--- config.mk ---
export PLATFORM = sky130hd
export DESIGN_NAME = ibex_regfile_cache_flat
export DESIGN_NICKNAME = d
export VERILOG_FILES = /design/src/rtl/ibex_regfile_cache_if.sv /design/src/rtl/ibex_regfile_cache.sv /design/src/flat_wrapper.sv
export SDC_FILE = /design/constraint.sdc
export NUM_CORES = 1
export LEC_CHECK = 0
export ABC_AREA = 0
export BUFFER_PORTS_ARGS = -buffer_cell sky130_fd_sc_hd__buf_2
export CAP_MARGIN = 30
export CORE_ASPECT_RATIO = 0.7
export CORE_MARGIN = 4
export CORE_UTILIZATION = 62
export CTS_CLUSTER_DIAMETER = 100
export DETAILED_ROUTE_END_ITERATION = 12
export GPL_TIMING_DRIVEN = 0
export PLACE_DENSITY_LB_ADDON = 0.2
export SLEW_MARGIN = 20
export SYNTH_ARGS = -nofsm -noshare
export SYNTH_HDL_FRONTEND = slang
export SYNTH_SLANG_ARGS = --single-unit
export TNS_END_PERCENT = 50
--- constraint.sdc ---
create_clock -name clk_i -period 7.4 [get_ports clk_i]
set_input_delay 1.11 -clock clk_i [delete_from_list [all_inputs] [get_ports clk_i]]
set_output_delay 1.11 -clock clk_i [all_outputs]
set_load 0.005 [all_outputs]
--- src/rtl/ibex_regfile_cache_if.sv ---
// Backing-store (L2 register file) port of the register-file cache.
// The master side is the cache; the slave side is the backing store.
interface ibex_regfile_cache_if #(
  parameter int DataWidth = 32
);
  logic                 l2_re_o;
  logic [4:0]           l2_raddr_o;
  logic [DataWidth-1:0] l2_rdata_i;
  logic                 l2_we_o;
  logic [4:0]           l2_waddr_o;
  logic [DataWidth-1:0] l2_wdata_o;

  modport master (
    output l2_re_o, l2_raddr_o, l2_we_o, l2_waddr_o, l2_wdata_o,
    input  l2_rdata_i
  );
  modport slave (
    input  l2_re_o, l2_raddr_o, l2_we_o, l2_waddr_o, l2_wdata_o,
    output l2_rdata_i
  );
endinterface

--- src/rtl/ibex_regfile_cache.sv ---
// Small fully-associative, write-through cache in front of the register file.
// Read misses stall ID while one or two entries are filled from the backing store.
module ibex_regfile_cache #(
  parameter int DataWidth    = 32,
  parameter int CacheEntries = 4,
  parameter bit RV32E        = 1'b0
) (
  input  logic                 clk_i,
  input  logic                 rst_ni,
  input  logic                 rd_req_i,
  input  logic [4:0]           raddr_a_i,
  input  logic [4:0]           raddr_b_i,
  output logic [DataWidth-1:0] rdata_a_o,
  output logic [DataWidth-1:0] rdata_b_o,
  input  logic [4:0]           waddr_a_i,
  input  logic [DataWidth-1:0] wdata_a_i,
  input  logic                 we_a_i,
  input  logic                 flush_i,
  output logic                 stall_o,
  output logic [31:0]          miss_cnt_o,
  ibex_regfile_cache_if.master l2
);
  localparam int         IdxW     = (CacheEntries > 1) ? $clog2(CacheEntries) : 1;
  localparam logic [4:0] AddrMask = RV32E ? 5'h0f : 5'h1f;

  typedef enum logic [1:0] {IDLE, FILL_A, FILL_B} state_e;

  state_e                                  r_state;
  logic [CacheEntries-1:0]                 r_valid;
  logic [CacheEntries-1:0][4:0]            r_tag;
  logic [CacheEntries-1:0][DataWidth-1:0]  r_data;
  logic [IdxW-1:0]                         r_ptr;
  logic [4:0]                              r_addr_a, r_addr_b;
  logic                                    r_b_miss;
  logic                                    r_ovr_vld;
  logic [DataWidth-1:0]                    r_ovr_data;
  logic [31:0]                             r_miss_cnt;

  logic [4:0]              w_ra, w_rb, w_wa;
  logic                    w_wr_en;
  logic                    w_hit_a, w_hit_b, w_miss;
  logic [DataWidth-1:0]    w_rdata_a, w_rdata_b;
  logic [CacheEntries-1:0] w_whit;
  logic [IdxW-1:0]         w_vic;
  logic                    w_vic_valid;
  logic                    w_req;
  logic [4:0]              w_req_addr;
  logic                    w_fill;
  logic [4:0]              w_fill_addr;
  logic [DataWidth-1:0]    w_fill_data;

  assign w_ra    = raddr_a_i & AddrMask;
  assign w_rb    = raddr_b_i & AddrMask;
  assign w_wa    = waddr_a_i & AddrMask;
  assign w_wr_en = we_a_i && (w_wa != 5'd0);

  // x0 is never allocated, so it can never match a tag and reads as zero.
  always_comb begin
    w_hit_a   = (w_ra == 5'd0);
    w_hit_b   = (w_rb == 5'd0);
    w_rdata_a = '0;
    w_rdata_b = '0;
    w_whit    = '0;
    for (int i = 0; i < CacheEntries; i++) begin
      if (r_valid[i] && r_tag[i] == w_ra) begin
        w_hit_a   = 1'b1;
        w_rdata_a = w_rdata_a | r_data[i];
      end
      if (r_valid[i] && r_tag[i] == w_rb) begin
        w_hit_b   = 1'b1;
        w_rdata_b = w_rdata_b | r_data[i];
      end
      w_whit[i] = w_wr_en && r_valid[i] && (r_tag[i] == w_wa);
    end
  end

  // Lowest-index free entry first; round-robin pointer only once full.
  always_comb begin
    w_vic       = r_ptr;
    w_vic_valid = 1'b1;
    for (int i = CacheEntries - 1; i >= 0; i--) begin
      if (!r_valid[i]) begin
        w_vic       = IdxW'(i);
        w_vic_valid = 1'b0;
      end
    end
  end

  assign w_miss = (r_state == IDLE) && rd_req_i && (!w_hit_a || !w_hit_b);

  always_comb begin
    w_req      = 1'b0;
    w_req_addr = w_ra;
    case (r_state)
      IDLE: if (w_miss) begin
        w_req      = 1'b1;
        w_req_addr = !w_hit_a ? w_ra : w_rb;
      end
      FILL_A: if (r_b_miss && (r_addr_b != r_addr_a)) begin
        w_req      = 1'b1;
        w_req_addr = r_addr_b;
      end
      default: ;
    endcase
  end

  // A write to the address being fetched beats the (possibly stale) L2 data,
  // whether it lands in the request cycle (latched) or in the fill cycle.
  assign w_fill      = (r_state != IDLE);
  assign w_fill_addr = (r_state == FILL_B) ? r_addr_b : r_addr_a;
  assign w_fill_data = (w_wr_en && (w_wa == w_fill_addr)) ? wdata_a_i :
                       r_ovr_vld                          ? r_ovr_data : l2.l2_rdata_i;

  assign stall_o       = w_fill || w_miss;
  assign rdata_a_o     = w_rdata_a;
  assign rdata_b_o     = w_rdata_b;
  assign miss_cnt_o    = r_miss_cnt;
  assign l2.l2_re_o    = w_req;
  assign l2.l2_raddr_o = w_req_addr;
  assign l2.l2_we_o    = w_wr_en;
  assign l2.l2_waddr_o = w_wa;
  assign l2.l2_wdata_o = wdata_a_i;

  always_ff @(posedge clk_i or negedge rst_ni) begin
    if (!rst_ni) begin
      r_state    <= IDLE;
      r_valid    <= '0;
      r_ptr      <= '0;
      r_miss_cnt <= '0;
      r_addr_a   <= '0;
      r_addr_b   <= '0;
      r_b_miss   <= 1'b0;
      r_ovr_vld  <= 1'b0;
      r_ovr_data <= '0;
    end else if (flush_i) begin
      r_state   <= IDLE;
      r_valid   <= '0;
      r_ptr     <= '0;
      r_ovr_vld <= 1'b0;
    end else begin
      r_ovr_vld  <= w_req && w_wr_en && (w_wa == w_req_addr);
      r_ovr_data <= wdata_a_i;
      case (r_state)
        IDLE: if (w_miss) begin
          r_addr_a <= w_ra;
          r_addr_b <= w_rb;
          r_b_miss <= !w_hit_b;
          r_state  <= !w_hit_a ? FILL_A : FILL_B;
        end
        FILL_A:  r_state <= w_req ? FILL_B : IDLE;
        default: r_state <= IDLE;
      endcase
      if (w_fill) begin
        r_valid[w_vic] <= 1'b1;
        if (w_vic_valid) r_ptr <= r_ptr + IdxW'(1);
        if (r_miss_cnt != 32'hFFFF_FFFF) r_miss_cnt <= r_miss_cnt + 32'd1;
      end
    end
  end

  // Payload arrays carry no reset; the valid bits alone define contents.
  always_ff @(posedge clk_i) begin
    if (!flush_i) begin
      for (int i = 0; i < CacheEntries; i++) begin
        if (w_whit[i]) r_data[i] <= wdata_a_i;
      end
      if (w_fill) begin
        r_data[w_vic] <= w_fill_data;
        r_tag[w_vic]  <= w_fill_addr;
      end
    end
  end
endmodule

--- src/flat_wrapper.sv ---
// flat-port wrapper written by rule: the top's interface ports become plain ports
module ibex_regfile_cache_flat 
#(
  parameter int DataWidth    = 32,
  parameter int CacheEntries = 4,
  parameter bit RV32E        = 1'b0
)
  (clk_i, rst_ni, rd_req_i, raddr_a_i, raddr_b_i, rdata_a_o, rdata_b_o, waddr_a_i, wdata_a_i, we_a_i, flush_i, stall_o, miss_cnt_o, l2_l2_re_o, l2_l2_raddr_o, l2_l2_we_o, l2_l2_waddr_o, l2_l2_wdata_o, l2_l2_rdata_i);
  ibex_regfile_cache_if #(.DataWidth(DataWidth)) l2_i ();
  input  logic clk_i;
  input  logic rst_ni;
  input  logic rd_req_i;
  input  logic [4:0] raddr_a_i;
  input  logic [4:0] raddr_b_i;
  output logic [DataWidth-1:0] rdata_a_o;
  output logic [DataWidth-1:0] rdata_b_o;
  input  logic [4:0] waddr_a_i;
  input  logic [DataWidth-1:0] wdata_a_i;
  input  logic we_a_i;
  input  logic flush_i;
  output logic stall_o;
  output logic [31:0] miss_cnt_o;
  output wire logic [$bits(l2_i.l2_re_o)-1:0] l2_l2_re_o;
  output wire logic [$bits(l2_i.l2_raddr_o)-1:0] l2_l2_raddr_o;
  output wire logic [$bits(l2_i.l2_we_o)-1:0] l2_l2_we_o;
  output wire logic [$bits(l2_i.l2_waddr_o)-1:0] l2_l2_waddr_o;
  output wire logic [$bits(l2_i.l2_wdata_o)-1:0] l2_l2_wdata_o;
  input wire logic [$bits(l2_i.l2_rdata_i)-1:0] l2_l2_rdata_i;
  assign l2_l2_re_o = l2_i.l2_re_o;
  assign l2_l2_raddr_o = l2_i.l2_raddr_o;
  assign l2_l2_we_o = l2_i.l2_we_o;
  assign l2_l2_waddr_o = l2_i.l2_waddr_o;
  assign l2_l2_wdata_o = l2_i.l2_wdata_o;
  assign l2_i.l2_rdata_i = l2_l2_rdata_i;
  ibex_regfile_cache #(.DataWidth(DataWidth), .CacheEntries(CacheEntries), .RV32E(RV32E)) u_core (.clk_i(clk_i), .rst_ni(rst_ni), .rd_req_i(rd_req_i), .raddr_a_i(raddr_a_i), .raddr_b_i(raddr_b_i), .rdata_a_o(rdata_a_o), .rdata_b_o(rdata_b_o), .waddr_a_i(waddr_a_i), .wdata_a_i(wdata_a_i), .we_a_i(we_a_i), .flush_i(flush_i), .stall_o(stall_o), .miss_cnt_o(miss_cnt_o), .l2(l2_i));
endmodule
==> reports/metrics.csv, run 1 <==
stage;metric;value;unit
routing;1st-pass router iterations;7;
layout;Final Cell Area;16600;sq um
routing;drt via density;6.62;
sta;worst path setup slack after routing;2.68;ns
worst_setup_path;reg2reg path depth;9;
worst_setup_path;crit-path cells;buf_4, xnor2_1, nand4_1, nor3_2, clkbuf_1, a22oi_1, nand2_1, buf_2;
worst_setup_path;startpoint types;input pin;
synthesis;Syn Area/Cell;10.1;sq um
worst_setup_path;Slowest-stage cell, CP;clkbuf_1;
clocking;H-Tree Depth;1;
grt;initial antenna violation count;1;
grt;gr ovfl total;0;
worst_setup_path;Bufs and invs on worst path;3;
sta;fmax;212;MHz
routing;1st-iter DRT viols;2086;
floorplanning;Die Area;25600;sq um
synthesis;area share of the largest cell type after synthesis;31.1;%
layout;utilization after layout;73.3;%
layout;Layout Nets;1739;
synthesis;FF+latch count, synth;232;
worst_setup_path;crit path DAT;3.61;ns
run_status;outcome;finished, final reports clean;
synthesis;area leader, netlist;edfxtp_1;
sta;period utilization;63.7;%
placement;dpl cells;1940;
power;Worst VDD drop;151;uV
routing;DRC viols;0;
sta;Slew Limit Headroom;28.3;%
synthesis;syn_nets;1500;
job;Max-cap violations;0;
routing;Routed wire per std cell;23.9;microns
layout;layout cells sized above 1;26.5;%
clocking;Clock Path Buffers;3;
floorplanning;initial core utilization;63.0;%
clocking;root buffer cell;clkbuf_16;
layout;Antenna diodes;0;
clocking;Num CTS Buffers;24;
synthesis;post-synthesis async set-or-reset flop share;36.2;%
floorplanning;row count;46;
floorplanning;I/O pin cnt;225;
worst_setup_path;CP max FO;10;
synthesis;Main synth FF type;edfxtp_1;
sta;minimum clock period;4.72;ns
synthesis;Netlist cell types;60;
routing;total number of vias;13100;
floorplanning;core area;22700;sq um
sta;Final setup viols;0;
worst_setup_path;peak per-stage delay on the critical path;0.76;ns
grt;first-pass GRT wire length;71900;microns
sta;Slew Limit Fails;0;
synthesis;mapped cell area;14300;sq um
clocking;Clock Sinks;232;
grt;largest net degree at the start of global routing;99;
synthesis;most numerous cell in the Yosys netlist;nand2_1;
power;power per cell area;209;nW/um^2
worst_setup_path;Critical Path RT;6.29;ns
sta;clock skew;0.0168;ns
floorplanning;Die X-Extent;189;microns
clocking;CTS tree;done;
layout;area grow syn2layout;16.2;%
clocking;post-CTS setup buffer count;0;
placement;pre-CTS setup slack;2.90;ns
worst_setup_path;Crit Path Class;in -> out;
synthesis;Ys Warns;0;
power;static leakage;6.88;nW
synthesis;synthesized instance count;1415;
worst_setup_path;CP delay by family, top;simple AND/OR/NAND/NOR gates;
placement;DP HPWL;32000;microns
sta;unrepaired setup endpoints after global routing;no;
routing;Post-Route WL;47300;microns
worst_setup_path;Reg2Reg Capture Point;u_core.r_data[115]$_DFFE_PN_;
grt;Total Routing Usage GR;35.9;%
synthesis;Post-synth EDFFs;148;
synthesis;register area share after synthesis;45.8;%
worst_setup_path;reg-to-reg startpoint;u_core.r_state[1]$_DFFE_PN0P_;
worst_setup_path;R2R setup slack;3.61;ns
layout;fin cells;1984;
grt;vias in the first global route;12500;
clocking;Clock Latency Late Sink;0.54;ns
clocking;post-cts gate resize count;0;
synthesis;top cells by area, synth;edfxtp_1 (31%), dfrtp_1 (15%), mux2_2 (8.7%);
worst_setup_path;crit end category;output pin;
sta;worst slew pin tran;1.07;ns
synthesis;Post-synth top cells;nand2_1 (201), edfxtp_1 (148), a22oi_1 (128);
routing;Antenna Nets Post-Route;0;
placement;Placer Congestion;0.970;
clocking;clock transition at the registers of the reported paths;0.07;ns
placement;placed cell area;15800;sq um
placement;Buffers on Ports;209;
clocking;CTS Hold Bufs;0;
hold_path;Hold Crit Class;in -> async;
floorplanning;die extent in y;135;microns
sta;endpoints failing hold;0;
## routing by layer
layer	share of wire [%]	global-route usage (%)	wire [microns]
met5	0.027	0	13
met3	16	11.1	7400
met4	3.4	11.6	1630
met2	43	53.5	20400
met1	38	50.9	17900
## worst max-delay path by stage
stage | start | end | slack [ns] | depth (start not counted)
4_1_cts | raddr_a_i[0] | rdata_a_o[26] | 2.87 | 9
5_1_grt | raddr_a_i[0] | rdata_a_o[26] | 2.67 | 9
3_3_place_gp | flush_i | u_core.miss_cnt_o[19]$_DFFE_PN0P_ | -0.02 | 9
6_report | raddr_b_i[4] | rdata_b_o[4] | 2.68 | 8
2_1_floorplan | flush_i | u_core.miss_cnt_o[27]$_DFFE_PN0P_ | 1.81 | 9
3_5_place_dp | raddr_a_i[0] | rdata_a_o[26] | 2.90 | 9
## where the power goes
group | internal (mW) | switching (mW)
registers | 1.54 | 0.104
logic | 0.247 | 0.325
clock network | 0.715 | 0.540
total | 2.50 | 0.970
## worst reg2reg max path, cell delays in order, from the launching register on
cell      delay (ns)
dfrtp_1         0.47
nor2b_2         0.34
mux2_2          0.47
xnor2_1         0.17
nand2_1         0.08
nor4b_1         0.28
nand3_1         0.52
clkbuf_1        0.46
o21ai_0         0.56
o21ai_0         0.16
## per-stage QoR
step                      hold WS (ns)  total power [mW]  setup TNS (ns)
after global routing             0.423              3.58               0
after floorplan                  0.450              2.00               0
final                            0.414              3.47               0
after global placement           0.476              2.19         -0.0471
after CTS                        0.418              3.44               0
after detailed placement         0.481              2.22               0
## placed cells by master, fill, tap and decap left out, drive strengths merged, types with 66 or more instances in the layout
master,n
o21ai,103
a22oi,128
xnor2,66
mux2,111
edfxtp,148
dfrtp,84
a21oi,70
nand2,201
nor2b,68
buf,281
clkbuf,111
## area by class of cell
type                       instances  area [sq um]
multi-input combinational       1019          6930
inverter                          17          71.3
tap                              312           390
timing repair buffer             213          1120
clock buffer                      32           641
fill                            1697          6070
sequential                       232          6550
clock inverter                    12           145
buffer                           147           768
## cells by family (layout without fill, tap and decap cells)
logic type                 Yosys count  count (layout)  share of synthesized area, %
AOI/OAI and AO/OA                  386             386                          17.6
and+or+nand+nor                    383             383                          13.1
DFF                                232             232                          45.8
buffers and inverters              164             421                          5.82
muxes                              143             143                          11.0
xor gates and xnor gates           106             106                          6.55
adders and majority gates            1               1                        0.0875
## registers in the layout, summed over array words and instances, names as in the netlist
signal	count
u_core.r_ovr_vld	1
u_core.r_addr_b	5
u_core.r_state	2
u_core.miss_cnt_o	32
u_core.r_data	128
u_core.r_b_miss	1
u_core.r_tag	20
u_core.r_valid	4
u_core.r_ptr	2
u_core.r_addr_a	5
u_core.r_ovr_data	32
No activity file was read; power rests on OpenSTA's default activity.
==> run 2: changes to the inputs <==
--- a/config.mk
+++ b/config.mk
@@ -5,12 +5,12 @@
 export SDC_FILE = /design/constraint.sdc
 export NUM_CORES = 1
 export LEC_CHECK = 0
-export ABC_AREA = 0
+export ABC_AREA = 1
 export BUFFER_PORTS_ARGS = -buffer_cell sky130_fd_sc_hd__buf_2
 export CAP_MARGIN = 30
 export CORE_ASPECT_RATIO = 0.7
 export CORE_MARGIN = 4
-export CORE_UTILIZATION = 62
+export CORE_UTILIZATION = 53
 export CTS_CLUSTER_DIAMETER = 100
 export DETAILED_ROUTE_END_ITERATION = 12
 export GPL_TIMING_DRIVEN = 0
==> constraint.sdc (replaced) <==
create_clock -name clk_i -period 3.82 [get_ports clk_i]
set_input_delay 0.573 -clock clk_i [delete_from_list [all_inputs] [get_ports clk_i]]
set_output_delay 0.573 -clock clk_i [all_outputs]
set_load 0.005 [all_outputs]
==> run 2 against run 1 <==
Compared with the run above:
- register-to-register slack worse by 2.7 ns
- first-iteration DRC count fell by 0.86%
- critical endpoint is now rdata_b_o[22]
- largest cell class unchanged
- utilization shrank 10 points
- critical path depth grew 1
- clock-buffer cell count up 2
- routed wire length increased by 8.0%
- via count is 11% higher
- synthesized area rose by 4.8%
==> reports/metrics.csv, run 2 <==
stage;metric;value;unit
power;Comb pwr share;16.8;%
clocking;Num CTS Buffers;25;
clocking;post-cts gate resize count;0;
worst_setup_path;crit-path most repeated cell;inv_1;
power;switching power;1.93;mW
floorplanning;I/O pin cnt;225;
power;static leakage;7.93;nW
sta;Slew Limit Fails;0;
synthesis;Main synth FF type;edfxtp_1;
sta;endpoints failing hold;0;
clocking;CTS tree;done;
power;power per cell area;385;nW/um^2
synthesis;synthesized instance count;1807;
layout;flip-flop count of the largest register after layout;128;
placement;dpl cells;2399;
routing;1st-pass router iterations;6;
layout;area grow syn2layout;16.8;%
placement;DP HPWL;35800;microns
synthesis;area share of the largest cell type after synthesis;29.7;%
synthesis;FF+latch count, synth;232;
power;Reg power frac;45.2;%
worst_setup_path;peak per-stage delay on the critical path;0.70;ns
routing;DRC viols;0;
power;Internal;4.80;mW
sta;minimum clock period;3.63;ns
placement;pre-CTS setup slack;0.239;ns
routing;Antenna Nets Post-Route;0;
clocking;post-CTS setup buffer count;0;
worst_setup_path;Crit Path Class;reg -> out;
layout;layout cells sized above 1;21.6;%
sta;worst path setup slack after routing;0.188;ns
layout;Antenna diodes;0;
clocking;clock transition at the registers of the reported paths;0.07;ns
routing;Routed wire per std cell;20.9;microns
grt;initial antenna violation count;0;
clocking;CTS Hold Bufs;1;
placement;Buffers on Ports;216;
synthesis;syn_nets;1892;
clocking;Clock Path Buffers;3;
layout;fin cells;2446;
run_status;outcome;finished, final reports clean;
synthesis;Syn Area/Cell;8.29;sq um
routing;1st-iter DRT viols;2068;
sta;fmax;275;MHz
sta;worst slew pin tran;0.967;ns
grt;first-pass GRT wire length;77600;microns
grt;Total Routing Usage GR;31.5;%
routing;drt via density;5.98;
floorplanning;row count;51;
power;Worst VDD drop;281;uV
synthesis;area leader, netlist;edfxtp_1;
worst_setup_path;CP max FO;10;
routing;Post-Route WL;51100;microns
synthesis;Ys Warns;0;
hold_path;Hold Crit Class;in -> reg;
clocking;Clock Sinks;232;
synthesis;mapped cell area;15000;sq um
worst_setup_path;Critical Path RT;3.25;ns
routing;total number of vias;14600;
floorplanning;die extent in y;149;microns
worst_setup_path;Slowest-stage cell, CP;clkbuf_1;
sta;Final setup viols;0;
worst_setup_path;R2R setup slack;0.94;ns
sta;unrepaired setup endpoints after global routing;no;
floorplanning;Die Area;31000;sq um
worst_setup_path;crit-path cells;inv_1, nor2_1, nor3_1, nand3_1, inv_1, clkbuf_1, a21oi_1, o21ai_0, buf_2;
floorplanning;initial core utilization;53.8;%
sta;Slew Limit Headroom;35.2;%
synthesis;Post-synth EDFFs;148;
synthesis;register area share after synthesis;43.7;%
grt;largest net degree at the start of global routing;68;
layout;Layout Nets;2141;
synthesis;top cells by area, synth;edfxtp_1 (30%), dfrtp_1 (14%), nand2_1 (6.7%);
worst_setup_path;startpoint types;flip-flop;
grt;vias in the first global route;13600;
clocking;root buffer cell;clkbuf_16;
power;Switching Fraction;28.6;%
sta;period utilization;95.1;%
placement;Placer Congestion;0.955;
sta;clock skew;0.0190;ns
synthesis;Post-synth top cells;nand2_1 (266), inv_1 (234), o21ai_0 (165);
layout;commonest non-fill, non-tap cell in the layout;nand2_1;
power;clock share of power;38.1;%
synthesis;post-synthesis async set-or-reset flop share;36.2;%
layout;most frequent cells in the layout;nand2_1 (266), inv_1 (233), buf_2 (222);
clocking;Clock Latency Late Sink;0.55;ns
floorplanning;Die X-Extent;209;microns
worst_setup_path;crit end category;output pin;
synthesis;most numerous cell in the Yosys netlist;nand2_1;
grt;gr ovfl total;0;
synthesis;Netlist cell types;47;
clocking;H-Tree Depth;1;
sta;worst hold margin;0.363;ns
floorplanning;core area;27800;sq um
worst_setup_path;crit path DAT;3.06;ns
layout;Top reg by flops;u_core.r_data;
job;Max-cap violations;0;
==> run 2: changes by cell type after synthesis, sizes merged, moves of 79 or more <==
| cell | before | now |
|---|---|---|
| a21oi | 70 | 151 |
| a22oi | 128 | 0 |
| mux2 | 111 | 0 |
| inv | 17 | 248 |
| o21ai | 103 | 298 |
| nor2 | 27 | 106 |
| nand2 | 201 | 304 |
==> run 2: metrics by stage <==
stage	setup TNS (ns)	total power [mW]	utilization [%]	cell area (sq um)
floorplan	0	3.78	-	15000
global placement	-164.25	4.15	59.4	16500
detailed placement	0	4.19	59.8	16600
CTS	0	6.71	62.9	17500
global route	0	6.98	62.9	17500
finish	0	6.73	62.9	17500
==> run 2: logic make-up (layout without fill, tap and decap cells) <==
| group | Yosys count | count (layout) | synth area share, % |
|---|---|---|---|
| multiplexers | 32 | 32 | 2.14 |
| buffers and inverters | 391 | 659 | 11.6 |
| XOR/XNOR | 43 | 43 | 2.52 |
| flip-flops | 232 | 232 | 43.7 |
| AO/OA/AOI/OAI | 626 | 626 | 26.1 |
| adder cells (fa/ha/maj) | 1 | 1 | 0.0835 |
| AND/OR/NAND/NOR | 482 | 482 | 13.9 |
==> run 2: worst max-delay path, delay by kind of cell, from the launching register on <==
kind / cells / cell delay [ns]
buffers and inverters: 4 / 1.26
DFF: 1 / 0.48
and+or+nand+nor: 3 / 0.39
AOI/OAI and AO/OA: 2 / 0.38
==> run 2: layout make-up <==
class / count / area (sq um)
sequential: 232 / 6550
clock inverter: 12 / 153
tap: 371 / 464
buffer: 141 / 793
multi-input combinational: 1184 / 6690
clock buffer: 34 / 689
inverter: 250 / 948
fill: 2486 / 10300
timing repair buffer: 222 / 1210
==> run 2: worst paths after layout <==
| path | start | end | cells past startpoint |
|---|---|---|---|
| max in group asynchronous | rst_ni | u_core.r_ovr_data[8]$_DFFE_PN0N_ | 3 |
| setup reg to reg | u_core.r_state[0]$_DFFE_PN0P_ | u_core.r_data[56]$_DFFE_PN_ | 9 |
| min in group asynchronous | rst_ni | u_core.miss_cnt_o[5]$_DFFE_PN0P_ | 2 |
| setup / recovery | u_core.r_tag[11]$_DFFE_PP_ | rdata_b_o[22] | 9 |
| hold / removal | wdata_a_i[17] | u_core.r_ovr_data[17]$_DFFE_PN0N_ | 3 |
| hold reg to reg | u_core.r_ovr_data[6]$_DFFE_PN0N_ | u_core.r_ovr_data[6]$_DFFE_PN0N_ | 2 |
==> run 2: layer usage <==
layer | vias up | global-route usage (%) | part of all wire, %
li1 | 6692 | - | -
met5 | - | 0 | 0
met1 | 6817 | 46.6 | 41
met2 | 991 | 46.6 | 43
met4 | 0 | 8.64 | 2.9
met3 | 132 | 7.53 | 13
==> run 2: power groups by stage <==
stage,combinational [mW],clock [mW],sequential (mW)
6_report,1.13,2.56,3.04
5_1_grt,1.24,2.68,3.06
4_1_cts,1.11,2.56,3.04
3_5_place_dp,1.11,0,3.08
3_3_place_gp,1.06,0,3.09
2_1_floorplan,0.723,0,3.06
==> run 3: changes to the inputs <==
--- a/config.mk
+++ b/config.mk
@@ -15,6 +15,7 @@
 export DETAILED_ROUTE_END_ITERATION = 12
 export GPL_TIMING_DRIVEN = 0
 export PLACE_DENSITY_LB_ADDON = 0.2
+export SETUP_SLACK_MARGIN = 0.5
 export SLEW_MARGIN = 20
 export SYNTH_ARGS = -nofsm -noshare
 export SYNTH_HDL_FRONTEND = slang
==> run 3 against run 2 <==
Compared with the run above:
- final cell count grew 0.25%
- clock power decreased by 5%
- maximum frequency rose by 12%
- combinational power hardly changed
- utilization increased by 0.40 points
==> reports/metrics.csv, run 3 (synthesized netlist as in run 2, its figures left out) <==
stage;metric;value;unit
clocking;Clock Path Buffers;3;
worst_setup_path;Crit Path Class;reg -> out;
clocking;H-Tree Depth;1;
worst_setup_path;Bufs and invs on worst path;4;
sta;fmax;309;MHz
floorplanning;Die X-Extent;209;microns
worst_setup_path;crit path DAT;2.67;ns
hold_path;Hold Crit Class;in -> reg;
routing;1st-pass router iterations;6;
layout;Top reg by flops;u_core.r_data;
placement;Placer Congestion;0.954;
power;static leakage;8.00;nW
grt;Total Routing Usage GR;31.9;%
routing;DRC viols;0;
worst_setup_path;WP depth;10;
sta;unrepaired setup endpoints after global routing;no;
worst_setup_path;CP max FO;10;
worst_setup_path;CP endpoint;rdata_a_o[22];
routing;Antenna Nets Post-Route;0;
routing;drt via density;5.96;
grt;first-pass GRT wire length;78700;microns
clocking;Clock Latency Late Sink;0.53;ns
sta;worst hold margin;0.378;ns
worst_setup_path;crit-path cells;buf_4, nand2_1, o21ai_0, nor2_1, nand3_1, inv_1, clkbuf_2, a21oi_1, o21ai_0, buf_2;
sta;Slew Limit Fails;0;
worst_setup_path;startpoint types;flip-flop;
floorplanning;row count;51;
sta;setup_tns;0;ns
layout;Antenna diodes;0;
layout;area grow syn2layout;17.6;%
sta;endpoints failing hold;0;
clocking;Num CTS Buffers;24;
routing;Post-Route WL;51700;microns
placement;DP HPWL;36200;microns
sta;clock skew;0.0111;ns
worst_setup_path;critical path startpoint;u_core.r_tag[11]$_DFFE_PP_;
worst_setup_path;R2R setup slack;0.81;ns
grt;initial antenna violation count;0;
routing;total number of vias;14600;
sta;Slew Limit Headroom;31.6;%
grt;largest net degree at the start of global routing;55;
floorplanning;I/O pin cnt;225;
job;Max-cap violations;0;
worst_setup_path;Reg2Reg Capture Point;u_core.r_data[92]$_DFFE_PN_;
layout;fin cells;2452;
clocking;root buffer cell;clkbuf_16;
worst_setup_path;CP delay by family, top;buffers and inverters;
power;power per cell area;375;nW/um^2
sta;Final setup viols;0;
sta;worst path setup slack after routing;0.581;ns
clocking;CTS tree;done;
layout;FILL cells;2492;
routing;Routed wire per std cell;21.1;microns
worst_setup_path;Critical Path RT;3.25;ns
clocking;Clock Sinks;232;
clocking;clock transition at the registers of the reported paths;0.07;ns
run_status;outcome;finished, final reports clean;
grt;vias in the first global route;13800;
floorplanning;core area;27800;sq um
routing;1st-iter DRT viols;2039;
sta;worst slew pin tran;1.03;ns
layout;most frequent cells in the layout;nand2_1 (265), inv_1 (229), buf_2 (225);
worst_setup_path;Slowest-stage cell, CP;edfxtp_1;
power;Worst VDD drop;282;uV
placement;Buffers on Ports;216;
floorplanning;initial core utilization;53.8;%
worst_setup_path;crit-path most repeated cell;o21ai_0;
layout;commonest non-fill, non-tap cell in the layout;nand2_1;
sta;minimum clock period;3.24;ns
worst_setup_path;reg2reg path depth;9;
layout;flip-flop count of the largest register after layout;128;
floorplanning;Die Area;31000;sq um
worst_setup_path;reg-to-reg startpoint;u_core.r_state[0]$_DFFE_PN0P_;
placement;dpl cells;2400;
worst_setup_path;peak per-stage delay on the critical path;0.43;ns
layout;Layout Nets;2148;
sta;period utilization;84.8;%
grt;gr ovfl total;0;
floorplanning;die extent in y;149;microns
placement;pre-CTS setup slack;0.585;ns
worst_setup_path;crit end category;output pin;
layout;layout cells sized above 1;23.3;%
[run 3: what timing repair did]
action	in CTS	in global routing
hold buffers	1	0
pin swaps	0	8
setup endpoints to repair	34	67
buffers inserted	0	7
hold endpoints to repair	30	0
resized for setup	6	41
[run 3: where the power goes]
group          leakage (nW)  internal (mW)  switching (mW)
logic                  5.12          0.417           0.725
clock network         0.381           1.36            1.07
registers              2.50           2.91           0.127
[run 3: routing by layer]
metal / up-vias / wire (microns) / global-route usage (%)
li1: 6703 / - / -
met1: 6826 / 21800 / 47.3
met2: 979 / 22000 / 46.8
met3: 113 / 6630 / 7.61
met4: 0 / 1330 / 9.52
met5: - / 0 / 0
[run 3: final cells by class]
type                            instances  area (sq um)  share of cell area [%]
Buffer                                141           820                    4.65
Timing Repair Buffer                  230          1310                    7.41
Clock inverter                          9          82.6                   0.469
Tap cell                              371           464                    2.64
Clock buffer                           35           704                    4.00
Inverter                              250           948                    5.39
Sequential cell                       232          6550                    37.2
Multi-Input combinational cell       1184          6740                    38.3
[run 3: worst min-delay path by stage]
stage                                startpoint                                 to  slack [ns]  depth (start not counted)
2_1_floorplan                            rst_ni   u_core.miss_cnt_o[0]$_DFFE_PN0P_        0.28                          0
3_3_place_gp   u_core.r_ovr_data[7]$_DFFE_PN0N_   u_core.r_ovr_data[7]$_DFFE_PN0N_        0.47                          2
4_1_cts                           wdata_a_i[13]  u_core.r_ovr_data[13]$_DFFE_PN0N_        0.37                          3
3_5_place_dp   u_core.r_ovr_data[8]$_DFFE_PN0N_   u_core.r_ovr_data[8]$_DFFE_PN0N_        0.47                          2
5_1_grt                            wdata_a_i[4]   u_core.r_ovr_data[4]$_DFFE_PN0N_        0.39                          3
6_report                          wdata_a_i[13]  u_core.r_ovr_data[13]$_DFFE_PN0N_        0.38                          3
[run 3: worst reg2reg max path, stage by stage, from the launching register on]
cell	delay [ns]
dfrtp_1	0.46
inv_2	0.14
nand2_4	0.10
o21ai_0	0.47
inv_1	0.28
nor2_1	0.25
o2111ai_4	0.36
buf_6	0.31
o21ai_2	0.27
o21ai_1	0.10
[run 3: through the flow]
| stage | instance area (sq um) | util (%) | power (mW) |
|---|---|---|---|
| CTS | 17500 | 62.8 | 6.56 |
| global placement | 16500 | 59.4 | 4.15 |
| detailed placement | 16700 | 59.9 | 4.19 |
| finish | 17600 | 63.3 | 6.61 |
| global route | 17600 | 63.3 | 6.85 |
| floorplan | 15000 | - | 3.78 |
